--- src/rtl/sub_serial_pkg.sv ---
// Shared types for the bit-serial subtractor: FSM state encoding.
package sub_serial_pkg;

    typedef enum logic [1:0] {
        IDLE,
        RUN,
        DONE
    } state_t;

endpackage

--- src/rtl/sub_1bit.sv ---
// One-bit full subtractor: d = a - b - bin, with borrow out.
module sub_1bit (
    input  logic a,
    input  logic b,
    input  logic bin,
    output logic d,
    output logic bout
);

    assign d    = a ^ b ^ bin;
    assign bout = (~a & b) | (~(a ^ b) & bin);

endmodule

--- src/rtl/sub_serial.sv ---
// Bit-serial subtractor: one operand bit per RUN cycle, LSB first, done pulse
// in the cycle after the last bit; result held until the next accepted start.
module sub_serial
    import sub_serial_pkg::*;
#(
    parameter int WIDTH = 8
) (
    input  logic             clk,
    input  logic             rst,
    input  logic             start,
    input  logic [WIDTH-1:0] a,
    input  logic [WIDTH-1:0] b,
    output logic             busy,
    output logic             done,
    output logic [WIDTH-1:0] diff,
    output logic             borrow_out
);

    localparam int CW = (WIDTH > 1) ? $clog2(WIDTH) : 1;

    state_t           state, state_nx;
    logic [WIDTH-1:0] a_sr, b_sr, diff_sr;
    logic [CW-1:0]    cnt;
    logic             borrow_q;
    logic             d_bit, bout_bit;
    logic             last_bit;

    assign last_bit = (cnt == CW'(WIDTH - 1));

    sub_1bit u_bit (
        .a    (a_sr[0]),
        .b    (b_sr[0]),
        .bin  (borrow_q),
        .d    (d_bit),
        .bout (bout_bit)
    );

    always_ff @(posedge clk or posedge rst) begin
        if (rst) begin
            state <= IDLE;
        end else begin
            state <= state_nx;
        end
    end

    always_comb begin
        state_nx = state;
        case (state)
            IDLE:    if (start) state_nx = RUN;
            RUN:     if (last_bit) state_nx = DONE;
            DONE:    state_nx = IDLE;
            default: state_nx = IDLE;
        endcase
    end

    // Result bits enter at the MSB so diff_sr is aligned after WIDTH shifts.
    always_ff @(posedge clk or posedge rst) begin
        if (rst) begin
            a_sr     <= '0;
            b_sr     <= '0;
            diff_sr  <= '0;
            cnt      <= '0;
            borrow_q <= 1'b0;
        end else begin
            case (state)
                IDLE: begin
                    if (start) begin
                        a_sr     <= a;
                        b_sr     <= b;
                        cnt      <= '0;
                        borrow_q <= 1'b0;
                    end
                end
                RUN: begin
                    a_sr     <= a_sr >> 1;
                    b_sr     <= b_sr >> 1;
                    diff_sr  <= {d_bit, diff_sr[WIDTH-1:1]};
                    borrow_q <= bout_bit;
                    if (!last_bit) cnt <= cnt + CW'(1);
                end
                default: ;
            endcase
        end
    end

    assign busy       = (state != IDLE);
    assign done       = (state == DONE);
    assign diff       = diff_sr;
    assign borrow_out = borrow_q;

endmodule

--- config.mk ---
export PLATFORM = sky130hd
export DESIGN_NAME = sub_serial
export DESIGN_NICKNAME = d
export VERILOG_FILES = /design/src/rtl/sub_serial_pkg.sv /design/src/rtl/sub_1bit.sv /design/src/rtl/sub_serial.sv
export SDC_FILE = /design/constraint.sdc
export NUM_CORES = 1
export LEC_CHECK = 0
export ABC_AREA = 1
export BUFFER_PORTS_ARGS = -buffer_cell sky130_fd_sc_hd__buf_2
export CAP_MARGIN = 10
export CORE_UTILIZATION = 35
export CTS_BUF_LIST = sky130_fd_sc_hd__clkbuf_4 sky130_fd_sc_hd__clkbuf_8 sky130_fd_sc_hd__clkbuf_16
export DETAILED_ROUTE_END_ITERATION = 10
export SETUP_SLACK_MARGIN = 0.02
export SYNTH_ARGS = -nofsm -noshare
export SYNTH_HDL_FRONTEND = slang
export SYNTH_SLANG_ARGS = --single-unit
export TNS_END_PERCENT = 100
--- constraint.sdc ---
create_clock -name clk -period 2.99 [get_ports clk]
set_clock_uncertainty 0.05 [all_clocks]
set_input_delay 0.299 -clock clk [delete_from_list [all_inputs] [get_ports clk]]
set_output_delay 0.299 -clock clk [all_outputs]
set_load 0.05 [all_outputs]
==> impl_metrics.yaml <==
routing:
  drt_pass1_iterations: 6
  wl_per_cell_um: 11.3
  drtAntennaViolNets: 0
  drc: 0
  drt-total-wl_um: 2980
  drtIter0Drc: 103
  via_per_inst: 4.60
  vias: 1209
cts:
  htree_num_levels: 2
  numCtsBuffers: 5
  postCtsHoldBufs: 0
  path_clk_slew_ns: 0.07
  post_cts_buffers: 0
  cts_resized: 0
  clk_root_buffer_cell: "clkbuf_8"
  clkSinkCount: 30
  cts_tree: "yes"
  clk_latency_ns: 0.28
  cts.path.max_buffers: 2
placed_design:
  post-place-ws_ns: 1.10
  hpwlAfterDp_um: 1930
  gp_congestion: 0.724
  dpl.cell_count: 255
  dpl_cell_area_sq_um: 1610
  port_buffers: 29
worst_setup_path:
  worst-path-buf-inv: 2
  cp_data_arrival_time_ns: 1.57
  crit_family: "flip-flops"
  critPathKind: "reg2out"
  critPathMaxStageDelay_ns: 0.69
  cp_max_fo: 17
  path_depth: 3
  reg2reg_depth: 6
  crit_required_ns: 2.64
  path_cells: "buf_4 > nor2_1 > buf_2"
  slowest_stage: "dfrtp_1"
  worst_setup_path_end_kind: "primary output"
  crit_path_start_kind: "flop"
timing:
  grt_setup_unrepaired: "no"
  worst_pin_slew_ns: 0.750
  hold_slack_ns: 0.0330
  fin_crit_ns: 1.92
  setup-tns-final_ns: 0
  fin_crit_sh_pct: 64.1
  relSlewSlack_pct: 49.9
  final-hold-violation-count: 0
  fmax_ghz: 0.522
  setup_slack_ns: 1.07
  slew_violations: 0
  setup_viol: 0
finish:
  seqCellArea_sq_um: 751
  antenna_cells: 0
  fin_util_pct: 42.9
  drive_above_1_share_pct: 19.7
  num-fill-cells: 398
  layout.nets: 234
  instances_no_fill: 263
  syn2layout_area_growth_pct: 17.6
  design_area_sq_um: 1700
  multiInputGateArea_sq_um: 601
floorplan:
  die_w_um: 66.3
  dieArea_sq_um: 4400
  rows: 23
  boundaryPins: 30
  coreArea_sq_um: 3970
  initial_core_util_pct: 36.5
  die-height_um: 66.3
global_routing:
  grt_pass1_vias: 1136
  grt_max_degree: 31
  gr-total-overflow: 0
  antenna_found_initial: 0
  grt_pass1_wl_um: 5010
  track_usage_pct: 15.5
run:
  drv_cap: 0
synth:
  seq_area_frac_synth_pct: 51.9
  synthCells: 183
  synth_area_per_cell_sq_um: 7.91
  yosys_warnings: 0
  ys_seq_elements: 30
  synth_cell_types: 14
  synth_fp_nets: 205
  synth_area_sq_um: 1450
pwr:
  p_per_area_nw_per_um2: 1130
  vdd_drop_max_mv: 0.389
  power_mw: 1.93
  leakagePower_nw: 0.981
hold_path:
  hp-class: "in2async"
outcome:
  status: "finished, final reports clean"
-- area by class of cell --
type / instances / share of cell area (%)
Sequential cell: 30 / 44.1
Timing Repair Buffer: 32 / 9.85
Inverter: 7 / 1.54
Multi-Input combinational cell: 136 / 35.3
Clock buffer: 7 / 5.29
Tap cell: 50 / 3.67
Clock inverter: 1 / 0.294
-- cells in the final DEF (no fill, tap or decap), drive strengths merged --
master	count
nand2	97
nor2	3
buf	32
clkinv	1
nand3	28
clkbuf	7
inv	7
o21ai	2
fa	1
dfrtp	30
nand4	3
ha	2
-- flip-flops by register name (all words and copies together) (netlist names) --
register / cells
a_sr: 8
b_sr: 8
diff: 8
cnt: 3
state: 2
borrow_out: 1
-- tightest hold or removal path, delay by kind of cell --
kind,cells,cell delay (ns)
buf+inv,3,0.47
-- Yosys cell counts --
| cell type | n | area share (%) |
|---|---|---|
| buf_2 | 5 | 1.7 |
| buf_4 | 3 | 1.6 |
| buf_6 | 2 | 1.6 |
| dfrtp_1 | 30 | 52 |
| fa_1 | 1 | 1.4 |
| ha_1 | 2 | 1.7 |
| inv_1 | 6 | 1.6 |
| inv_2 | 1 | 0.26 |
| nand2_1 | 97 | 25 |
| nand3_1 | 28 | 9.7 |
| nand4_1 | 3 | 1.3 |
| nor2_1 | 3 | 0.78 |
| o21ai_0 | 1 | 0.35 |
| o21ai_4 | 1 | 1.1 |
-- layer usage --
layer	global-route usage (%)	vias to the layer above	part of all wire [%]
met3	5.00	4	5.4
met4	5.59	0	0.84
met5	0	-	0
met2	24.0	27	45
li1	-	634	-
met1	20.1	544	49
-- cells by family after synthesis --
kind of cell / synth area share, %
compound gates: 1.47
simple gates: 36.9
buf+inv: 6.65
flops: 51.9
fa+ha+maj: 3.11
-- worst paths after layout --
check	startpoint	endpoint	slack, ns
worst max-delay path	state[0]	done	1.07
worst min-delay path	rst	diff[0]	0.03
worst max register to register	state[1]	b_sr[2]	1.11
worst min register to register	diff[0]	diff[0]	0.42
max in group asynchronous	rst	b_sr[5]	2.58
min in group clk	b[7]	b_sr[7]	0.20
-- where the power goes --
part / switching [mW] / internal (mW)
clock network: 0.153 / 0.195
registers: 0.128 / 0.583
logic: 0.608 / 0.265
Note: power is estimated with default switching activity, not from simulation.
